[src/rtl/gate_sweep_pkg.sv]
// Shared types and helpers for the gate sweep controller.
`timescale 1ns/1ps
package gate_sweep_pkg;

  typedef enum logic [1:0] {StIdle, StSettle, StSample, StDone} state_e;

  // Timer width to hold the settle count; never narrower than one bit.
  function automatic int unsigned timer_width(input int unsigned settle);
    return (settle < 1) ? 1 : $clog2(settle + 1);
  endfunction

endpackage

[src/rtl/settle_timer.sv]
// Loadable down-counter that flags the cycle on which its count runs out.
`timescale 1ns/1ps
module settle_timer #(
  parameter int unsigned     Width   = 1,
  parameter logic [Width-1:0] LoadVal = '0
) (
  input  logic clk,
  input  logic rst,
  input  logic load,
  input  logic dec,
  output logic expire
);

  logic [Width-1:0] count;

  always_ff @(posedge clk or posedge rst) begin
    if (rst) begin
      count <= '0;
    end else if (load) begin
      count <= LoadVal;
    end else if (dec && (count != '0)) begin
      count <= count - 1'b1;
    end
  end

  // High when the decrement in progress brings the count to zero.
  assign expire = (count <= Width'(1));

endmodule

[src/rtl/gate_sweep_ctrl.sv]
// Sweeps all input vectors onto a gate, samples after a settle time, checks a truth table.
// Define SWEEP_CAPTURE_EN to add the obs_tbl port holding the observed truth table.
`timescale 1ns/1ps
module gate_sweep_ctrl
  import gate_sweep_pkg::*;
#(
  parameter int unsigned             N_IN     = 2,
  parameter int unsigned             SETTLE   = 1,
  parameter logic [(2**N_IN)-1:0]    EXPECTED = 4'b0001
) (
  input  logic                 clk,
  input  logic                 reset,
  input  logic                 start,
  input  logic                 abort,
  output logic [N_IN-1:0]      in_vec,
  input  logic                 dut_out,
  output logic                 busy,
  output logic                 sample_valid,
  output logic                 mismatch,
  output logic [N_IN:0]        err_count,
  output logic                 done,
`ifdef SWEEP_CAPTURE_EN
  output logic [(2**N_IN)-1:0] obs_tbl,
`endif
  output logic                 pass
);

  localparam int unsigned     TimerW  = timer_width(SETTLE);
  localparam logic [N_IN-1:0] LastVec = '1;
  localparam logic [N_IN:0]   MaxErr  = (N_IN + 1)'(2 ** N_IN);
  localparam state_e          StFirst = (SETTLE == 0) ? StSample : StSettle;

  state_e state;
  logic   start_ok;
  logic   miss;
  logic   tmr_load;
  logic   tmr_dec;
  logic   tmr_expire;

  assign start_ok = start && !abort && ((state == StIdle) || (state == StDone));
  assign miss     = (dut_out != EXPECTED[in_vec]);
  assign tmr_load = start_ok || ((state == StSample) && (in_vec != LastVec));
  assign tmr_dec  = (state == StSettle);

  settle_timer #(
    .Width   (TimerW),
    .LoadVal (TimerW'(SETTLE))
  ) u_settle_timer (
    .clk    (clk),
    .rst    (reset),
    .load   (tmr_load),
    .dec    (tmr_dec),
    .expire (tmr_expire)
  );

  always_ff @(posedge clk or posedge reset) begin
    if (reset) begin
      state        <= StIdle;
      in_vec       <= '0;
      busy         <= 1'b0;
      sample_valid <= 1'b0;
      mismatch     <= 1'b0;
      err_count    <= '0;
      done         <= 1'b0;
    end else begin
      sample_valid <= 1'b0;
      mismatch     <= 1'b0;
      if (abort) begin
        // err_count deliberately survives an abort for post-mortem.
        state  <= StIdle;
        in_vec <= '0;
        busy   <= 1'b0;
        done   <= 1'b0;
      end else begin
        case (state)
          StIdle, StDone: begin
            if (start) begin
              in_vec    <= '0;
              err_count <= '0;
              done      <= 1'b0;
              busy      <= 1'b1;
              state     <= StFirst;
            end
          end
          StSettle: begin
            if (tmr_expire) state <= StSample;
          end
          StSample: begin
            sample_valid <= 1'b1;
            mismatch     <= miss;
            if (miss && (err_count != MaxErr)) err_count <= err_count + 1'b1;
            if (in_vec == LastVec) begin
              state <= StDone;
              done  <= 1'b1;
              busy  <= 1'b0;
            end else begin
              in_vec <= in_vec + 1'b1;
              state  <= StFirst;
            end
          end
          default: state <= StIdle;
        endcase
      end
    end
  end

`ifdef SWEEP_CAPTURE_EN
  always_ff @(posedge clk or posedge reset) begin
    if (reset) begin
      obs_tbl <= '0;
    end else if (start_ok) begin
      obs_tbl <= '0;
    end else if (!abort && (state == StSample)) begin
      obs_tbl[in_vec] <= dut_out;
    end
  end
`endif

  assign pass = done && (err_count == '0);

endmodule
[config.mk]
export PLATFORM = sky130hd
export DESIGN_NAME = gate_sweep_ctrl
export DESIGN_NICKNAME = d
export VERILOG_FILES = /design/src/rtl/gate_sweep_pkg.sv /design/src/rtl/settle_timer.sv /design/src/rtl/gate_sweep_ctrl.sv
export SDC_FILE = /design/constraint.sdc
export NUM_CORES = 1
export LEC_CHECK = 0
export CELL_PAD_IN_SITES_DETAIL_PLACEMENT = 0
export CELL_PAD_IN_SITES_GLOBAL_PLACEMENT = 2
export CORE_MARGIN = 2
export CORE_UTILIZATION = 31
export CTS_CLUSTER_DIAMETER = 30
export DETAILED_ROUTE_END_ITERATION = 10
export PLACE_DENSITY = 0.8
export SYNTH_ARGS = -nofsm -noshare
export SYNTH_HDL_FRONTEND = slang
export SYNTH_HIERARCHICAL = 1
export SYNTH_SLANG_ARGS = --single-unit
[constraint.sdc]
create_clock -name clk -period 3.6 [get_ports clk]
set_input_delay 0.72 -clock clk [delete_from_list [all_inputs] [get_ports clk]]
set_output_delay 0.72 -clock clk [all_outputs]
set_load 0.01 [all_outputs]
Yosys cells after proc, flatten, opt, wreduce, memory -nomap -nowiden
Cells that the tools add are included.
{"block": "totals", "reg_bits": 12, "latchBits": 0, "mem_bits_rw": 0, "rom_bits": 0, "input_bits": 5, "output_inout_bits": 10, "memories": 0}
{"block": "op_classes", "addsub": 3, "multipliers": 0, "div": 0, "magnitude_cmp": 2, "eq_ne": 13, "shift": 0, "mux": 28, "bitwise": 1, "reduce_logical": 19}
{"cell": "$mux W2", "n": 7}
{"cell": "$mux W1", "n": 13}
{"cell": "$ne A3 B3 Y1 const B", "n": 4}
{"cell": "$eq A2 B2 Y1 const B", "n": 3}
{"cell": "$logic_and A1 B1 Y1", "n": 6}
{"cell": "$mux W3", "n": 2}
{"cell": "$pmux W2 S3", "n": 1}
{"cell": "$pmux W3 S2", "n": 1}
{"cell": "$reduce_and A3 Y1", "n": 2}
{"cell": "$ne A2 B2 Y1 const B", "n": 2}
{"cell": "$pmux W1 S2", "n": 2}
{"cell": "$pmux W2 S2", "n": 1}
{"cell": "$reduce_and A4 Y1", "n": 1}
{"cell": "$reduce_bool A2 Y1", "n": 2}
{"cell": "$add A3 B1 Y3 const B", "n": 1}
{"cell": "$logic_not A3 Y1", "n": 1}
{"cell": "$lt A2 B3 Y1 const B", "n": 1}
{"cell": "$ne A3 B2 Y1 const B", "n": 1}
{"cell": "$reduce_bool A3 Y1", "n": 1}
{"cell": "$add A2 B1 Y2 const B", "n": 1}
{"cell": "$bmux W1 S2", "n": 1}
{"cell": "$eq A2 B1 Y1 const B", "n": 1}
{"cell": "$logic_not A2 Y1", "n": 1}
{"cell": "$logic_or A1 B1 Y1", "n": 2}
{"cell": "other kinds (8)", "n": 8}

Logic depth before layout (Yosys ltp)
{"block": "logic_depth", "word_depth": 6, "mapped_depth": 6, "depth_no_buf": 6}

By module
Netlist, hierarchy kept.
{"mod": "gate_sweep_ctrl", "instances": 1, "cells_each": 71, "area_per_inst_um2": 660.6, "seq_area_each_um2": 275.3}
{"mod": "settle_timer", "instances": 1, "cells_each": 2, "area_per_inst_um2": 11.3, "seq_area_each_um2": 0.0}

Least setup slack after synthesis
OpenSTA, ideal clock, no wires.
{"block": "synth_timing", "kind": "flip-flop to output port", "from": "reg err_count[0]", "to": "out pass", "arrival_time_ns": 0.862, "t_required_ns": 2.880, "path_slack_ns": 2.018, "stages_incl_launch_ff": 4, "n_path_buf": 0, "cell_sequence": "dfrtp_1 -> inv_1 -> ha_1 -> and3b_1"}
{"block": "synth_via", "elab_chain_len": 2}
{"item": "start, declared", "line": "gate_sweep_ctrl.sv:20", "source": "output logic [N_IN:0] err_count,"}
{"item": "start signal, assigned", "line": "gate_sweep_ctrl.sv:91", "source": "if (miss && (err_count != MaxErr)) err_count <= err_count + 1'b1;"}
{"item": "$logic_not A3 Y1", "line": "gate_sweep_ctrl.sv:119", "source": "assign pass = done && (err_count == '0);"}
{"item": "$logic_and A1 B1 Y1", "line": "gate_sweep_ctrl.sv:119"}
{"item": "end, declared", "line": "gate_sweep_ctrl.sv:25", "source": "output logic pass"}
Every way passes these cells.

Worst setup path after layout
Same ends and word-level chain as after synthesis.

==> summary.md <==
| Metric | Value |
|---|---|
| Final core occ | `43.0%` |
| Peak VDD IR | `0.160 mV` |
| DIE WIDTH | `50.2 µm` |
| Skew-Pair Late Insertion Delay | `280 ps` |
| Vias in the first global route | `505` |
| R2R Setup Slk | `1940 ps` |
| Sw Pwr | `75.9 µW` |
| Layout cells sized above 1 | `8.05%` |
| Sequential cell area | `275 µm²` |
| Critical-path maximum fanout | `3` |
| Worst setup SP type | `flop` |
| Switching Fraction | `28.4%` |
| Die area | `2520 µm²` |
| RSZ-0062 raised after global routing | `no` |
| Power per cell area | `313 nW/µm²` |
| First-pass GRT wire length | `2180 µm` |
| Cells resized by post-CTS repair | `0` |
| Max Freq | `427 MHz` |
| CTS root buf | `clkbuf_4` |
| Routed WL | `1230 µm` |
| Fin Setup TNS | `0 ps` |
| Initial antenna violation count | `0` |
| Final Cell Area | `852 µm²` |
| First DRT Iteration DRCs | `3` |
| Post-Route Skew | `9.19 ps` |
| Final hold viol count | `0` |
| Final ANT Viol Nets | `0` |
| Internal cell power | `191 µW` |
| Fill cells | `194` |
| Period utilization | `65.1%` |
| Clk slew on worst S/H paths | `70 ps` |
| Worst slack, placed | `1470 ps` |
| Initial Util | `33.4%` |
| Via density | `4.46` |
| Post-Synthesis Cells | `71` |
| Worst setup path end | `pass` |
| Setup crit start | `err_count[0]` |
| Inserted Clock Buffers | `3` |
| DR WL/cell | `10.7 µm` |
| Core area | `1980 µm²` |
| Static Leak | `0.000386 µW` |
| # IOs | `15` |
| Hold buffer count at CTS | `0` |
| Drc violations | `0` |
| Final setup margin | `1260 ps` |
| Die Y | `50.2 µm` |
| Clock Sinks | `11` |
| Mapped Nets | `84` |
| Vias post-DR | `509` |
| Port bufs | `14` |
| RePlAce Congestion | `0.688` |
| Area of placed instances | `825 µm²` |
| Seq pwr share | `49.1%` |
| Critical path class | `flop to output pin` |
| FF-to-FF Start | `state[0]` |
| Post-CTS setup buffer count | `0` |
| Hpwl dp | `936 µm` |
| Area Growth Syn to Fin | `28.7%` |
| Status | `completed` |
| Power share of the clock group | `32.7%` |
| Gr usage total | `11.9%` |
| Final nets | `101` |
| Row Count | `16` |
| Total grt overflow | `0` |
| Logic pwr share | `18.2%` |
| Ant diodes | `0` |
| Crit end category | `output pin` |
| Arr. time, crit path | `1620 ps` |
| Max-slew violations | `0` |
| Reg2reg path depth | `6` |
| Minimum clock period | `2340 ps` |
| CTS tree | `yes` |
| Cell area after synthesis | `662 µm²` |
| Total number of yosys warnings | `6` |
| Clock buffer depth | `2` |
| Non-filler cells, final | `114` |
| Worst Path Required | `2880 ps` |
| H-tree depth | `1` |
| Worst R2R End | `err_count[1]` |
| Maxcap violations | `0` |
| Placed insts | `110` |
| 1st-pass router iterations | `2` |
| Area of the multi-input gates | `334 µm²` |
| Final setup viols | `0` |
| Synthesized area per cell | `9.32 µm²` |
| Pin count of the biggest net entering global routing | `12` |
| Tightest Hold Check Type | `flop to flop` |
[power groups by stage]
stage | Clock [µW] | Sequential [µW] | Combinational, µW
final | 87.3 | 131 | 48.5
after global routing | 101 | 131 | 55.8
after CTS | 90.5 | 131 | 49.5
after detailed placement | 0 | 134 | 49.0
after global placement | 0 | 133 | 48.0
after floorplan | 0 | 134 | 33.6
[critical path: stages (launching register included)]
cell and delay [ps]:
dfrtp_1 390, inv_1 90, ha_1 180, and3b_1 160, clkdlybuf4s50_1 530
[area by class of cell]
class | count | share of cell area [%]
clock buffers | 3 | 2.64
well taps | 27 | 3.96
inverters | 11 | 4.85
repair buffers | 14 | 16.4
clock inverters | 1 | 0.587
flip-flops and latches | 11 | 32.3
multi-input cells | 47 | 39.2
[state kept, by name (all words and copies together), names as in the netlist]
signal / cells
busy: 1
in_vec: 2
state: 2
err_count: 3
sample_valid: 1
mismatch: 1
done: 1
[cell usage in the layout (no fill, tap or decap), types with 2 or more instances in the layout]
master and n:
a21oi_1 3, a22oi_1 2, clkbuf_4 3, clkdlybuf4s50_1 14, dfrtp_1 11, ha_1 8
inv_1 11, mux2i_1 2, nand2_1 5, nor2_1 7, o21ai_0 2
[layer usage]
layer | wire [µm] | part of all wire (%) | GRT usage (%) | vias up
met1 | 555 | 45 | 14.4 | 228
met2 | 569 | 46 | 18.2 | 15
met4 | 41 | 3.3 | 9.72 | 0
li1 | - | - | - | 261
met3 | 59 | 4.8 | 2.08 | 5
met5 | 0 | 0 | 0 | -
[worst min path at each step]
| stage | start | to | slack [ps] | cells past startpoint |
|---|---|---|---|---|
| final | busy | busy | 580 | 2 |
| after global routing | done | done | 630 | 2 |
| after CTS | busy | busy | 590 | 2 |
| after detailed placement | busy | busy | 570 | 2 |
| after global placement | busy | busy | 560 | 2 |
| after floorplan | state[0] | state[0] | 540 | 2 |
[stage by stage]
step | hold slack, ps | total power, µW
detailed placement | 568 | 183
global placement | 560 | 181
CTS | 586 | 271
finish | 576 | 267
global route | 626 | 288
floorplan | 544 | 167
No activity file was read; power rests on OpenSTA's default activity.
